===== src/rtl/fp_shift_arbiter.sv =====
// Shares one 24-bit mantissa right shifter between an FP adder (port 0) and a
// float-to-int converter (port 1); one operation in flight, result held until taken.

module right_shifter (
  input  logic [23:0] din,
  input  logic [4:0]  amt,
  output logic [23:0] dout
);
  assign dout = din >> amt;
endmodule

module fp_shift_arbiter #(
  parameter int AMT_W      = 8,
  parameter bit FIXED_PRIO = 1'b0
) (
  input  logic             clk,
  input  logic             rst_n,
  input  logic             req0_vld,
  input  logic [23:0]      req0_mant,
  input  logic [AMT_W-1:0] req0_amt,
  output logic             req0_rdy,
  input  logic             req1_vld,
  input  logic [23:0]      req1_mant,
  input  logic [AMT_W-1:0] req1_amt,
  output logic             req1_rdy,
  output logic             rsp_vld,
  output logic             rsp_id,
  output logic [23:0]      rsp_mant,
  output logic             rsp_sticky,
  input  logic             rsp_rdy,
  output logic             busy
);
  // Handshakes: a request transfers on a rising edge where reqN_vld & reqN_rdy;
  // a response transfers on a rising edge where rsp_vld & rsp_rdy. Valid holds
  // its payload stable until the transfer edge.

  typedef enum logic [1:0] {
    IDLE  = 2'd0,
    SHIFT = 2'd1,
    HOLD  = 2'd2
  } state_t;

  state_t           state_q, state_d;
  logic             last_gnt;
  logic             gnt_id;
  logic             accept;
  logic             idle;
  logic [23:0]      gnt_mant;
  logic [AMT_W-1:0] gnt_amt;
  logic [23:0]      op_mant;
  logic [4:0]       op_amt;
  logic             op_id;
  logic [23:0]      shift_out;
  logic [23:0]      sticky_mask;

  // Anything at or beyond the mantissa width saturates to 31, which shifts out every bit.
  function automatic logic [4:0] clamp_amt(input logic [AMT_W-1:0] a);
    if (a >= AMT_W'(24)) return 5'd31;
    return a[4:0];
  endfunction

  always_comb begin
    gnt_id = req1_vld;
    if (req0_vld && req1_vld) gnt_id = FIXED_PRIO ? 1'b0 : ~last_gnt;
  end

  assign idle     = (state_q == IDLE);
  assign req0_rdy = rst_n & idle & req0_vld & ~gnt_id;
  assign req1_rdy = rst_n & idle & req1_vld & gnt_id;
  assign accept   = req0_rdy | req1_rdy;
  assign gnt_mant = gnt_id ? req1_mant : req0_mant;
  assign gnt_amt  = gnt_id ? req1_amt : req0_amt;

  always_ff @(posedge clk or negedge rst_n) begin
    if (!rst_n) state_q <= IDLE;
    else        state_q <= state_d;
  end

  always_comb begin
    state_d = state_q;
    case (state_q)
      IDLE:    if (accept) state_d = SHIFT;
      SHIFT:   state_d = HOLD;
      HOLD:    if (rsp_rdy) state_d = IDLE;
      default: state_d = IDLE;
    endcase
  end

  right_shifter u_shifter (
    .din  (op_mant),
    .amt  (op_amt),
    .dout (shift_out)
  );

  assign sticky_mask = (op_amt >= 5'd24) ? 24'hFF_FFFF : ((24'd1 << op_amt) - 24'd1);

  always_ff @(posedge clk or negedge rst_n) begin
    if (!rst_n) begin
      op_mant    <= '0;
      op_amt     <= '0;
      op_id      <= 1'b0;
      last_gnt   <= 1'b1;
      rsp_id     <= 1'b0;
      rsp_mant   <= '0;
      rsp_sticky <= 1'b0;
    end else begin
      if (accept) begin
        op_mant  <= gnt_mant;
        op_amt   <= clamp_amt(gnt_amt);
        op_id    <= gnt_id;
        last_gnt <= gnt_id;
      end
      if (state_q == SHIFT) begin
        rsp_mant   <= shift_out;
        rsp_sticky <= |(op_mant & sticky_mask);
        rsp_id     <= op_id;
      end
    end
  end

  assign rsp_vld = (state_q == HOLD);
  assign busy    = (state_q != IDLE);

endmodule

===== config.mk =====
export PLATFORM = sky130hd
export DESIGN_NAME = fp_shift_arbiter
export DESIGN_NICKNAME = d
export VERILOG_FILES = /design/src/rtl/fp_shift_arbiter.sv
export SDC_FILE = /design/constraint.sdc
export NUM_CORES = 1
export LEC_CHECK = 0
export CORE_MARGIN = 3
export CORE_UTILIZATION = 55
export DETAILED_ROUTE_END_ITERATION = 8
export PLACE_DENSITY = 0.95
export SYNTH_ARGS = -nofsm -noshare
export SYNTH_HDL_FRONTEND = slang
export SYNTH_SLANG_ARGS = --single-unit

===== constraint.sdc =====
create_clock -name clk -period 6.4 [get_ports clk]
set_input_delay 1.6 -clock clk [delete_from_list [all_inputs] [get_ports clk]]
set_output_delay 1.6 -clock clk [all_outputs]
set_load 0.02 [all_outputs]

==> flow_summary.json <==
{
  "clk_latency_ns": 0.34,
  "grt_pass1_wl_um": 19500,
  "synth_top_family_by_area": "compound AO/OA/AOI/OAI gates",
  "worst_pin_slew_ns": 0.916,
  "drv_slew": 0,
  "drc": 0,
  "cp_common_cell": "clkdlybuf4s50_1",
  "ff2ff_path_depth": 9,
  "row_count": 31,
  "drive_gt1_share_pct": 9.69,
  "ys_seq_area_share_pct": 35.4,
  "vias": 4131,
  "hold_viol_final": 0,
  "wl_met3_um": 1140,
  "fillCellCount": 524,
  "ys.flop_type": "dfrtp_1",
  "tns_ns": 0,
  "syn_to_final_growth_pct": 27.5,
  "min_period_ns": 4.97,
  "path_cells": "clkdlybuf4s50_1 > nand2_1 > and2_1 > buf_4 > nor2_1 > clkdlybuf4s50_1",
  "place_congestion": 0.960,
  "antenna_cells": 0,
  "p_leak_nw": 2.18,
  "synth-async-reset-ratio_pct": 100,
  "r2r-end": "rsp_sticky",
  "topRoutingLayerUsed": "met4",
  "ios": 99,
  "wl_per_cell_um": 18.2,
  "cts_hold_buf": 0,
  "die_h_um": 93.2,
  "nNetsFinal": 622,
  "wirelength_um": 11900,
  "synth_compound_gate_area_share_pct": 23.0,
  "grt_max_degree": 60,
  "ys_types": 65,
  "synthCells": 475,
  "grt.total_usage_pct": 28.5,
  "path_clk_slew_ns": 0.07,
  "synthAdderAreaFrac_pct": 0.539,
  "core_um2": 7330,
  "avgSynthCellArea_um2": 8.80,
  "cpPeakStageDelay_ns": 0.61,
  "synth_area_leaders": "dfrtp_1, mux4_2, nand2_1, a31oi_1, nor2_1",
  "grt_pass1_vias": 3913,
  "crit_family": "buffers and inverters",
  "path_max_fanout": 33,
  "die-area_um2": 8680,
  "final_core_util_pct": 72.7,
  "synthMuxAreaShare_pct": 15.5,
  "cp.required_ns": 4.80,
  "ys.warnings.count": 0,
  "htree_levels": 3,
  "crit_start": "req0_vld",
  "wl_met1_um": 4790,
  "synth-simple-area-share_pct": 19.0,
  "cts_max_path_buffers": 2,
  "status": "finished clean",
  "critPathLaunchType": "input port",
  "dp_slack_ns": 1.45,
  "grt.overflow.total": 0,
  "cts_buffers": 9,
  "peakVddDrop_uv": 187,
  "cts_root_buffer": "clkbuf_8",
  "hold_depth": 2,
  "setup_ws_ns": 1.43,
  "max-cap-violations": 0,
  "portBuffers": 98,
  "fin_skew_ns": 0.0112,
  "drt_first_pass_iters": 5,
  "postCtsSetupBuffers": 0,
  "syn_area_um2": 4180,
  "cts_resized": 0,
  "worstSetupPathType": "input port to output port",
  "die_x_um": 93.2,
  "synth_edf_count": 0,
  "crit_path_end": "req0_rdy",
  "cp_slowest_cell": "clkdlybuf4s50_1",
  "hold_class": "register to register",
  "critical_path_depth": 6,
  "vias_per_cell": 6.30,
  "synthesis.nets": 545,
  "final_common_cell": "clkdlybuf4s50_1",
  "ys_seq_elements": 59,
  "synthXorXnorAreaFrac_pct": 0,
  "worstPathArrival_ns": 3.37,
  "setup_viol_count_final": 0,
  "clock_sinks": 59,
  "initial_utilization_pct": 57.0,
  "cts_tree": "done",
  "rsz0062_at_grt": "no",
  "ant_nets": 0,
  "synth_top_area_cell": "dfrtp_1",
  "max_slew_margin_pct": 38.9,
  "r2r-start": "op_amt[2]",
  "crit_buf_inv": 3,
  "antenna_found_initial": 0,
  "r2r_slack_ns": 3.15,
  "fin_crit_sh_pct": 77.6,
  "worstSetupEndpointType": "output port",
  "final_cell_mix": "clkdlybuf4s50_1, nand2_1, dfrtp_1, nor2_1, a31oi_1",
  "fmax_mhz": 201,
  "power_mw": 1.81,
  "synth_top_area_share_pct": 34.7,
  "power_density_nw_per_um2": 341,
  "drt-initial-drc-count": 466,
  "dpl.hpwl_um": 8490,
  "met2WireLength_um": 5490
}
-- routing by layer --
metal / track usage, % / vias to the layer above
met3: 5.31 / 52
met5: 0 / -
met1: 37.8 / 1876
met4: 14.8 / 0
li1: - / 1905
met2: 44.7 / 298
-- worst reg2reg max path, stage by stage (launching register included) --
cell	delay, ns
dfrtp_1	0.33
buf_4	0.45
nor3_2	0.16
nand3b_1	0.12
ha_1	0.77
nand2b_1	0.26
o311a_1	0.42
a221oi_2	0.18
o211ai_1	0.14
o32a_1	0.30
-- metrics by stage --
stage | area [um2] | hold slack [ns] | instances
5_1_grt | 5330 | 0.521 | 656
2_1_floorplan | 4180 | 0.439 | 475
4_1_cts | 5310 | 0.492 | 655
3_5_place_dp | 5100 | 0.475 | 639
6_report | 5330 | 0.487 | 656
3_3_place_gp | 5100 | 0.460 | 639
-- area by class of cell --
type / count / area, um2 / area share [%]
Clock inverter: 4 / 48.8 / 0.916
Tap cell: 99 / 124 / 2.32
Inverter: 9 / 33.8 / 0.634
Multi-Input combinational cell: 365 / 2430 / 45.5
Clock buffer: 12 / 155 / 2.91
Sequential cell: 59 / 1480 / 27.7
Timing Repair Buffer: 108 / 1060 / 20.0
-- where the power goes --
group / switching [mW] / internal [mW]
logic: 0.412 / 0.391
registers: 0.177 / 0.487
clock network: 0.148 / 0.201
total: 0.737 / 1.08
-- how the worst min path moves through the flow --
stage                             from      endpoint  slack [ns]
final                      rsp_mant[0]   rsp_mant[0]        0.49
after global routing      rsp_mant[13]  rsp_mant[13]        0.52
after CTS                       rsp_id        rsp_id        0.49
after detailed placement        rsp_id        rsp_id        0.47
after global placement          rsp_id        rsp_id        0.46
after floorplan                  op_id        rsp_id        0.44
-- cell usage after synthesis, drive strengths merged (5+ instances only) --
cell type / number
nor2b: 9
mux2i: 18
nand2: 83
nor2: 54
nand2b: 8
o21ai: 28
a22o: 11
mux4: 18
a21oi: 19
nor3: 8
o22ai: 6
buf: 29
mux2: 5
a31oi: 32
inv: 7
clkbuf: 13
a211oi: 8
dfrtp: 58
-- kinds of logic (layout without fill, tap and decap cells) --
kind of cell,count (synthesis),after routing
DFF,59,59
adders and majority gates,2,2
and+or+nand+nor,181,181
buffers and inverters,51,133
AOI/OAI and AO/OA,141,141
muxes,41,41
-- state kept, by name, summed over array words and instances (netlist names) --
register    flops
op_id           1
state_q         2
rsp_sticky      1
op_mant        24
last_gnt        1
rsp_id          1
rsp_mant       24
op_amt          5
(Power assumes the default switching activity.)
